`src/rtl/poly_eval_horner.sv`:
```
// Horner-rule polynomial evaluator: one shared multiply/add step sequenced by a go/done FSM.
// Optional overflow tracking is built when POLY_EVAL_OVF_EN is defined; otherwise ovf is tied low.
module poly_eval_horner #(
  parameter int WIDTH   = 8,
  parameter int MAX_DEG = 3,
  localparam int AW     = (MAX_DEG < 1) ? 1 : $clog2(MAX_DEG + 1)
) (
  input  logic             clock,
  input  logic             resetn,
  input  logic             go,
  input  logic [WIDTH-1:0] x,
  input  logic [AW-1:0]    deg,
  input  logic             coef_we,
  input  logic [AW-1:0]    coef_addr,
  input  logic [WIDTH-1:0] coef_data,
  output logic             busy,
  output logic             done,
  output logic [WIDTH-1:0] f,
  output logic             ovf
);

  localparam logic [AW-1:0] MAX_IDX    = AW'(MAX_DEG);
  localparam bit            NEED_CLAMP = ((2 ** AW) != (MAX_DEG + 1));

  // IDLE wait go | INIT acc=c[d] | MUL acc*=x | ADD acc+=c[idx-1] | DONE hold f until go low
  typedef enum logic [2:0] {IDLE, INIT, MUL, ADD, DONE} state_t;

  state_t state, state_nxt;

  logic [WIDTH-1:0] coef [MAX_DEG+1];
  logic [WIDTH-1:0] acc, xr, prod, sum;
  logic [AW-1:0]    dr, idx, idx_m1, deg_eff;
  logic             addr_ok;

  assign idx_m1 = idx - AW'(1);

  generate
    if (NEED_CLAMP) begin : g_clamp
      assign deg_eff = (deg > MAX_IDX) ? MAX_IDX : deg;
      assign addr_ok = (coef_addr <= MAX_IDX);
    end else begin : g_no_clamp
      assign deg_eff = deg;
      assign addr_ok = 1'b1;
    end
  endgenerate

`ifdef POLY_EVAL_OVF_EN
  logic [2*WIDTH-1:0] prod_full;
  logic [WIDTH:0]     sum_full;
  logic               ovf_r;

  assign prod_full = {{WIDTH{1'b0}}, acc} * {{WIDTH{1'b0}}, xr};
  assign sum_full  = {1'b0, acc} + {1'b0, coef[idx_m1]};
  assign prod      = prod_full[WIDTH-1:0];
  assign sum       = sum_full[WIDTH-1:0];

  always_ff @(posedge clock or negedge resetn) begin
    if (!resetn) begin
      ovf_r <= 1'b0;
    end else if (state == IDLE && go) begin
      ovf_r <= 1'b0;
    end else if (state == MUL && (|prod_full[2*WIDTH-1:WIDTH])) begin
      ovf_r <= 1'b1;
    end else if (state == ADD && sum_full[WIDTH]) begin
      ovf_r <= 1'b1;
    end
  end

  assign ovf = ovf_r;
`else
  assign prod = acc * xr;
  assign sum  = acc + coef[idx_m1];
  assign ovf  = 1'b0;
`endif

  always_ff @(posedge clock or negedge resetn) begin
    if (!resetn) state <= IDLE;
    else         state <= state_nxt;
  end

  always_comb begin
    state_nxt = state;
    case (state)
      IDLE:    if (go) state_nxt = INIT;
      INIT:    state_nxt = (dr == '0) ? DONE : MUL;
      MUL:     state_nxt = ADD;
      ADD:     state_nxt = (idx_m1 == '0) ? DONE : MUL;
      DONE:    if (!go) state_nxt = IDLE;
      default: state_nxt = IDLE;
    endcase
  end

  always_ff @(posedge clock or negedge resetn) begin
    if (!resetn) begin
      for (int i = 0; i <= MAX_DEG; i++) coef[i] <= '0;
      acc <= '0;
      xr  <= '0;
      dr  <= '0;
      idx <= '0;
      f   <= '0;
    end else begin
      // Bank is frozen while a run is in flight so the result stays consistent.
      if (coef_we && addr_ok && (state == IDLE || state == DONE))
        coef[coef_addr] <= coef_data;
      case (state)
        IDLE: if (go) begin
          xr <= x;
          dr <= deg_eff;
        end
        INIT: begin
          acc <= coef[dr];
          idx <= dr;
          if (dr == '0) f <= coef[dr];
        end
        MUL: acc <= prod;
        ADD: begin
          acc <= sum;
          idx <= idx_m1;
          if (idx_m1 == '0) f <= sum;
        end
        default: ;
      endcase
    end
  end

  assign busy = (state == INIT) || (state == MUL) || (state == ADD);
  assign done = (state == DONE);

endmodule
```
`config.mk`:
```
export PLATFORM = sky130hd
export DESIGN_NAME = poly_eval_horner
export DESIGN_NICKNAME = d
export VERILOG_FILES = /design/src/rtl/poly_eval_horner.sv
export SDC_FILE = /design/constraint.sdc
export NUM_CORES = 1
export LEC_CHECK = 0
export BUFFER_PORTS_ARGS = -buffer_cell sky130_fd_sc_hd__buf_2
export CORE_ASPECT_RATIO = 0.8
export CORE_MARGIN = 2
export CORE_UTILIZATION = 43
export CTS_CLUSTER_DIAMETER = 200
export CTS_CLUSTER_SIZE = 20
export DETAILED_ROUTE_END_ITERATION = 7
export PLACE_DENSITY = 0.64
export SLEW_MARGIN = 25
export SYNTH_ARGS = -nofsm -noshare
export SYNTH_HDL_FRONTEND = slang
export SYNTH_SLANG_ARGS = --single-unit
```
`constraint.sdc`:
```
create_clock -name clock -period 5.18 [get_ports clock]
set_input_delay 0 -clock clock [delete_from_list [all_inputs] [get_ports clock]]
set_output_delay 0 -clock clock [all_outputs]
set_load 0.03 [all_outputs]
```
# After elaboration in Yosys (flattened, before gate mapping)
# Cells that the tools add are included.
# W data, S select, Z words.
word_totals:
  reg_bits: 63
  memories: 0
  romBits: 0
  in_bits: 24
  latchBits: 0
  mem_bits_rw: 0
op_classes:
  div: 0
  order_cmp: 4
  n_bitwise: 3
  reduce_logical: 13
  add_sub_neg: 2
  n_shift: 0
  multipliers: 1
  muxes: 19
  n_eq_ne: 8
ops:
  columns: ["cell", "count"]
  rows:
  - ["$mux W8", 7]
  - ["$bmux W8 S2", 2]
  - ["$bwmux W32", 1]
  - ["$pmux W8 S3", 1]
  - ["$demux W8 S2", 1]
  - ["$pmux W8 S2", 1]
  - ["$pmux W3 S5", 1]
  - ["$mux W3", 4]
  - ["$ge A3 B3 Y1 const B", 3]
  - ["$not A2 Y3", 3]
  - ["$add A8 B8 Y8", 1]
  - ["$mul A8 B8 Y8", 1]
  - ["$ne A2 B2 Y1 const B", 4]
  - ["$eq A3 B2 Y1 const B", 2]
  - ["$logic_not A2 Y1", 2]
  - ["$pmux W2 S2", 1]
  - ["$reduce_and A2 Y1", 2]
  - ["$eq A3 B1 Y1 const B", 1]
  - ["$eq A3 B3 Y1 const B", 1]
  - ["$logic_not A3 Y1", 1]
  - ["$logic_or A1 B1 Y1", 3]
  - ["$lt A3 B1 Y1 const B", 1]
  - ["$reduce_and A3 Y1", 1]
  - ["$reduce_bool A3 Y1", 1]
  - ["3 further kinds", 4]

# Depth between registers and ports, before layout
# Gate-level depths: netlist of the first run.
depth:
  word_depth: 8
  mapped_depth: 15
  depth_no_buf: 15

# Least setup slack after synthesis of the first run
# OpenSTA, ideal clock, no wires.
synth_timing:
  path_kind: "flip-flop to flip-flop"
  startpoint: "reg acc[1]"
  endpoint: "reg acc[7]"
  arrival_ns: 3.996
  period_less_slack_ns: 4.069
  path_stages_with_launch: 16
  slack_ns: 1.111
  path_buffers: 0
  required_time_ns: 5.107
  setup_time_ns: 0.073
  cell_sequence: "dfrtp_1 -> nand2_1 -> fa_1 -> fa_1 -> inv_1 -> ha_1 -> inv_1 -> fa_1 -> inv_1 -> ha_1 -> a21o_1 -> a21oi_1 -> xnor3_1 -> xnor3_1 -> mux2_2 -> a21oi_2"
synth_between:
  elab_chain_cells: 2
synth_rtl:
  columns: ["item", "line_no", "text"]
  rows:
  - ["start: declaration", "31", "logic [WIDTH-1:0] acc, xr, prod, sum;"]
  - ["start signal: assignment", "111", "acc <= coef[dr];"]
  - ["start signal: assignment", "115", "MUL: acc <= prod;"]
  - ["start signal: assignment", "117", "acc <= sum;"]
  - ["$mul A8 B8 Y8 / $add A8 B8 Y8 (equally long branches)", "71, 72", null]
  - ["$pmux W8 S3 (*)", "105", "case (state)"]
# Every way passes the cells marked *; elsewhere a longest branch is shown, timed or not.
# A chain may end at the register's enable or synchronous reset.

# Worst setup path in the final report of the first run
# Ends and elaborated chain as after synthesis.

==> results.json, run 1 <==
{
  "cts_inserted_buffers": 9,
  "syn-num-nets": 438,
  "final_hold_viol_count": 0,
  "cp_max_fo": 11,
  "portBuffers": 33,
  "diodes": 0,
  "yosysUniqueCellTypes": 44,
  "grt_overflow": 0,
  "ys.flop_type": "dfrtp_1",
  "drtPass1Iterations": 5,
  "clock-sinks": 63,
  "start_kind": "flip-flop",
  "setup_tns_ns": 0,
  "synth-seq-cells": 63,
  "start_util": 0.439,
  "tritoncts": "yes",
  "dieHeight_um": 92.6,
  "cap_violations": 0,
  "cp-end-kind": "flip-flop",
  "area_delta_synth_final_pct": 18.5,
  "ctsResizeCount": 0,
  "worst_slew_pin_slew_ns": 0.819,
  "gp_congestion": 0.987,
  "wirelength_um": 10400,
  "period_minus_slack_ns": 4.35,
  "finalCritPeriodShare": 0.839,
  "clock_path_buffers": 2,
  "status": "finished clean",
  "grt_pass1_vias": 3168,
  "dieArea_um2": 10600,
  "fmax_mhz": 230,
  "core-area_um2": 9610,
  "slew_headroom": 0.451,
  "synth_warnings": 0,
  "drt_iter0_markers": 135,
  "synthesis.area_um2": 4220,
  "dp_hpwl_um": 7410,
  "rsz0062_at_grt": "no",
  "slew_violations": 0,
  "async_reset_ff_frac": 1.00,
  "fillers": 848,
  "arrival_ns": 4.61,
  "fin_nets": 491,
  "io_pins": 35,
  "fin_worst_skew_ns": 0.00619,
  "worstSetupPathType": "reg2reg",
  "antenna_found_initial": 0,
  "via_count": 3090,
  "drcViolationCount": 0,
  "ys_seq_area_frac": 0.374,
  "synthCells": 377,
  "wl_per_cell_um": 18.7,
  "hp-class": "in2reg",
  "grt_pass1_wl_um": 16900,
  "rows": 32,
  "layout-drive-gt1-share": 0.285,
  "finalSetupViolations": 0,
  "drt-vias-per-instance": 5.58,
  "grt_max_degree": 64,
  "clkTransAtPathRegs_ns": 0.06,
  "synth.avg_cell_area_um2": 11.2,
  "die_w_um": 115,
  "grt_use_total": 0.211,
  "ant_nets": 0,
  "cts-htree-levels": 3,
  "synth-edff-count": 0,
  "crit_required_ns": 5.45,
  "clock_latency_ns": 0.34,
  "root_buffer": "clkbuf_16"
}
==> placed cells by master, fill, tap and decap left out, types with 13 or more instances in the layout <==
cell type	count
mux2_2	43
inv_1	25
dlygate4sd3_1	20
fa_1	13
nand2_1	32
xnor2_1	13
a21oi_1	18
mux4_2	16
buf_2	33
and2_1	14
nor2_1	17
dfrtp_1	63
ha_1	24
==> cell type report <==
cell class,count,area [um^2],area share
multi-input combinational,273,2490,0.497
sequential,63,1580,0.315
timing repair buffer,57,395,0.0790
clock buffer,10,229,0.0458
tap,119,149,0.0298
inverter,26,97.6,0.0195
clock inverter,6,68.8,0.0138
==> sequential cells by signal, summed over array words and instances (netlist names) <==
name / count
acc: 8
coef: 32
dr: 2
f: 8
idx: 2
state: 3
xr: 8
==> synth_stat cells (all sizes together), types with 2 or more instances <==
master / n / area [um^2]
a21o: 3 / 22.5
fa: 13 / 260
nor2: 18 / 67.6
o2111ai: 2 / 17.5
clkbuf: 10 / 37.5
buf: 5 / 25.0
a31oi: 7 / 43.8
o21ai: 9 / 45.0
a221oi: 2 / 17.5
xnor2: 13 / 114
xnor3: 2 / 45.0
ha: 24 / 300
mux2: 43 / 484
nor3: 5 / 30.0
nand2: 34 / 133
mux4: 16 / 360
nand4: 2 / 12.5
nand2b: 2 / 12.5
nor2b: 7 / 43.8
xor2: 6 / 52.6
mux2i: 5 / 50.1
o211ai: 3 / 22.5
dfrtp: 63 / 1580
and2: 18 / 118
o22ai: 2 / 12.5
o21a: 2 / 15.0
inv: 26 / 97.6
nand3: 8 / 40.0
a21oi: 19 / 98.9
==> critical path: stages, from the launching register on <==
cell and delay, ns:
dfrtp_1 0.57, nand2_1 0.13, fa_1 0.45, fa_1 0.54, inv_1 0.04, ha_1 0.26, inv_1 0.05, fa_1 0.54
inv_1 0.04, ha_1 0.32, a21o_1 0.19, a21oi_1 0.15, xnor3_1 0.22, xnor3_1 0.37, mux2_2 0.28, a21oi_2 0.13
==> cells by family after synthesis <==
logic type      Yosys count  share of synthesized area
compound gates           53                     0.0786
xor+xnor                 21                     0.0501
fa+ha+maj                37                      0.133
buf+inv                  41                     0.0379
flops                    63                      0.374
mux                      64                      0.212
other cells               1                   0.000889
simple gates             97                      0.114
==> per-stage QoR <==
| step | cell area (um^2) | worst slack (ns) | hold WS (ns) | instances | utilization |
|---|---|---|---|---|---|
| floorplan | 4220 | 1.11 | -0.296 | 377 | - |
| global placement | 4500 | 0.944 | 0.235 | 518 | 0.468 |
| detailed placement | 4500 | 0.848 | 0.236 | 518 | 0.468 |
| CTS | 5000 | 0.816 | 0.181 | 554 | 0.520 |
| global route | 5000 | 0.640 | 0.196 | 554 | 0.521 |
| finish | 5000 | 0.831 | 0.186 | 554 | 0.521 |
==> layer usage <==
metal	vias to the layer above	share of wire	routed length [um]	track usage
met4	0	0.015	154	0.0683
met5	-	0	0	0
li1	1439	-	-	-
met3	14	0.063	655	0.0517
met2	94	0.45	4640	0.316
met1	1543	0.47	4920	0.302
==> final timing paths <==
kind                              start        to  slack (ns)  cells after the start
setup reg to reg                 acc[1]    acc[7]        0.83                     15
max in group asynchronous        resetn     xr[7]        4.25                      3
hold reg to reg                    f[7]      f[7]        0.50                      1
min in group asynchronous        resetn  state[0]        0.36                      3
hold / removal             coef_addr[0]  coef[28]        0.19                      3
setup / recovery                 acc[1]    acc[7]        0.83                     15
==> repair_timing <==
item	in CTS	in global routing
endpoints found under the setup margin	0	0
hold buffers	20	0
buffers inserted	0	0
endpoints found under the hold margin	107	0
Power of run 1 is left out: the tool's default activity adds up to more than one toggle a clock period on the data nets, which glitch-free logic cannot reach.
==> run 2: changes to the inputs <==
--- a/config.mk
+++ b/config.mk
@@ -5,6 +5,7 @@
 export SDC_FILE = /design/constraint.sdc
 export NUM_CORES = 1
 export LEC_CHECK = 0
+export ABC_AREA = 1
 export BUFFER_PORTS_ARGS = -buffer_cell sky130_fd_sc_hd__buf_2
 export CORE_ASPECT_RATIO = 0.8
 export CORE_MARGIN = 2
@@ -12,7 +13,7 @@
 export CTS_CLUSTER_DIAMETER = 200
 export CTS_CLUSTER_SIZE = 20
 export DETAILED_ROUTE_END_ITERATION = 7
-export PLACE_DENSITY = 0.64
+export PLACE_DENSITY = 0.66
 export SLEW_MARGIN = 25
 export SYNTH_ARGS = -nofsm -noshare
 export SYNTH_HDL_FRONTEND = slang
==> constraint.sdc (replaced) <==
create_clock -name clock -period 3.5 [get_ports clock]
set_input_delay 0 -clock clock [delete_from_list [all_inputs] [get_ports clock]]
set_output_delay 0 -clock clock [all_outputs]
set_load 0.03 [all_outputs]
==> run 2 against run 1 <==
  * The flow now finishes with violations (negative setup slack)
  * Critical path depth is 6 higher
  * Highest routed layer unchanged
  * Die area is 3.1% higher
  * Clock skew is 0.00056 ns lower
  * Largest cell class unchanged
  * Global-route usage is 1.8 points higher
  * Register-to-register slack worse by 0.92 ns
  * Sequential cell count stayed put
  * Fmax is 21% higher
  * Wire length is 9.3% higher
==> results.json, run 2 <==
{
  "drtPass1Iterations": 5,
  "synthCells": 591,
  "fin_ws_ns": -0.0894,
  "synth_top_family_by_area": "simple AND/OR/NAND/NOR gates",
  "synth_top_cell_by_area": "dfrtp_1",
  "dieArea_um2": 11000,
  "fillers": 946,
  "die_w_um": 117,
  "grt_overflow": 0,
  "top_register": "coef",
  "final_cell_mix": "nand2_1 (173), inv_1 (78), dfrtp_1 (61), o21ai_0 (56), nor2_1 (40)",
  "cap_violations": 0,
  "ant_nets": 0,
  "yosysMostFrequentCell": "nand2_1",
  "synth_compound_area_frac": 0.132,
  "synth-seq-cells": 63,
  "area_delta_synth_final_pct": 22.7,
  "start_util": 0.446,
  "synth_xor_xnor_area_share": 0.00804,
  "yosys-top-cells-count": "nand2_1 (179), inv_1 (83), dfrtp_1 (63)",
  "synth-edff-count": 0,
  "period_minus_slack_ns": 3.59,
  "rrSetupSlack_ns": -0.09,
  "yosysUniqueCellTypes": 32,
  "synthAdderAreaFrac": 0.129,
  "fmax_mhz": 279,
  "clock_path_buffers": 2,
  "cts_inserted_buffers": 9,
  "portBuffers": 33,
  "ys.flop_type": "dfrtp_1",
  "fin_worst_skew_ns": 0.00563,
  "arrival_ns": 3.81,
  "gp_congestion": 0.895,
  "synth_area_leaders": "dfrtp_1 (36%), nand2_1 (15%), inv_1 (7.1%)",
  "grt_max_degree": 36,
  "slew_headroom": 0.572,
  "rsz0062_at_grt": "yes",
  "tritoncts": "yes",
  "violations": "negative setup slack",
  "clkTransAtPathRegs_ns": 0.06,
  "fin_nets": 718,
  "syn-num-nets": 652,
  "largest_reg_flops": 32,
  "layout_commonest_cell": "nand2_1",
  "via_count": 4088,
  "rows": 32,
  "pre_cts_ws_ns": -0.177,
  "async_reset_ff_frac": 1.00,
  "layout-drive-gt1-share": 0.169,
  "core-area_um2": 9770,
  "worst_slew_pin_slew_ns": 0.642,
  "finalCritPeriodShare": 1.03,
  "start_kind": "flip-flop",
  "io_pins": 35,
  "synth_top_area_share": 0.362,
  "synthesis.area_um2": 4360,
  "wl_per_cell_um": 14.2,
  "synth.avg_cell_area_um2": 7.37,
  "cp-end-kind": "flip-flop",
  "final_hold_viol_count": 0,
  "grt_pass1_vias": 3921,
  "status": "complete, but fails checks",
  "antenna_found_initial": 0,
  "grt_use_total": 0.229,
  "diodes": 0,
  "dp_hpwl_um": 8780,
  "wirelength_um": 11300,
  "finalSetupViolations": 2,
  "crit_required_ns": 3.72,
  "root_buffer": "clkbuf_16",
  "drt_iter0_markers": 281,
  "cts-htree-levels": 3,
  "synth_warnings": 0,
  "clock_latency_ns": 0.34,
  "clock-sinks": 63,
  "slew_violations": 0,
  "hp-class": "in2async",
  "yosys.area_share.simple": 0.245,
  "drcViolationCount": 0,
  "drt-vias-per-instance": 5.12,
  "cp_max_fo": 6,
  "muxShareOfSynthArea": 0.0207,
  "dieHeight_um": 94.0,
  "ys_seq_area_frac": 0.362,
  "worstSetupPathType": "reg2reg",
  "grt_pass1_wl_um": 19200
}
## run 2: changes by cell type after synthesis, sizes merged, moves of 28 or more
cell,delta
o21ai,+47
nand2,+146
mux2,-35
nor2,+28
nand3,+31
inv,+61
## run 2: critical path: stages (launching register included)
cell     delay (ns)
dfrtp_2        0.45
nand2_2        0.08
inv_2          0.04
fa_2           0.37
inv_2          0.06
fa_1           0.42
fa_1           0.46
fa_1           0.51
inv_2          0.05
ha_4           0.22
nand2_2        0.07
nand2_1        0.06
nor2_1         0.11
nand2_1        0.07
nand2_2        0.07
nand2_1        0.06
nand2_1        0.07
nand2_1        0.05
nand3_1        0.06
nand3_1        0.07
nand2_1        0.07
nand2_1        0.06
## run 2: final cells by class
class / count / area (um^2) / area share
multi-input cells: 418 / 2380 / 0.445
flip-flops and latches: 63 / 1580 / 0.295
repair buffers: 77 / 546 / 0.102
inverters: 88 / 330 / 0.0618
clock buffers: 12 / 267 / 0.0498
well taps: 136 / 170 / 0.0318
clock inverters: 4 / 76.3 / 0.0143
## run 2: what timing repair did
item                                   in CTS  in global routing
setup endpoints to repair                   2                  2
hold buffers                               20                  0
gates resized for setup                     4                  5
cloned                                      0                  0
endpoints found under the hold margin      69                  0
pin swaps                                   5                  2
setup buffers                               2                  0
## run 2: final timing paths
kind,start,end,depth (start not counted)
max,xr[2],acc[7],21
min reg2reg,coef[27],coef[27],2
min,resetn,f[7],2
min in group clock,coef_addr[1],coef[3],4
max reg2reg,xr[2],acc[7],21
max in group asynchronous,resetn,xr[2],3
## run 2: routing by layer
| metal | GRT usage | routed length, um | part of all wire |
|---|---|---|---|
| met3 | 0.0490 | 639 | 0.056 |
| met2 | 0.344 | 5050 | 0.45 |
| met4 | 0.0784 | 185 | 0.016 |
| met5 | 0 | 0 | 0 |
| met1 | 0.327 | 5460 | 0.48 |
## run 2: cell families (layout without fill, tap and decap cells)
| family | count (synthesis) | in the layout |
|---|---|---|
| buffers and inverters | 110 | 181 |
| multiplexers | 8 | 8 |
| flip-flops | 63 | 63 |
| other | 1 | 1 |
| XOR/XNOR | 4 | 4 |
| AO/OA/AOI/OAI | 102 | 102 |
| AND/OR/NAND/NOR | 266 | 266 |
| adder cells (fa/ha/maj) | 37 | 37 |
## run 2: per-stage QoR
stage	hold WS, ns	utilization	TNS (ns)	cell area (um^2)	instances
5_1_grt	0.314	0.548	-0.496	5350	798
3_3_place_gp	0.0543	0.489	-0.0280	4780	760
4_1_cts	0.245	0.547	-0.157	5340	798
6_report	0.223	0.548	-0.104	5350	798
2_1_floorplan	-0.296	-	-0.00722	4420	591
3_5_place_dp	0.0589	0.489	-0.257	4780	760
Power of run 2 is left out for the same reason.
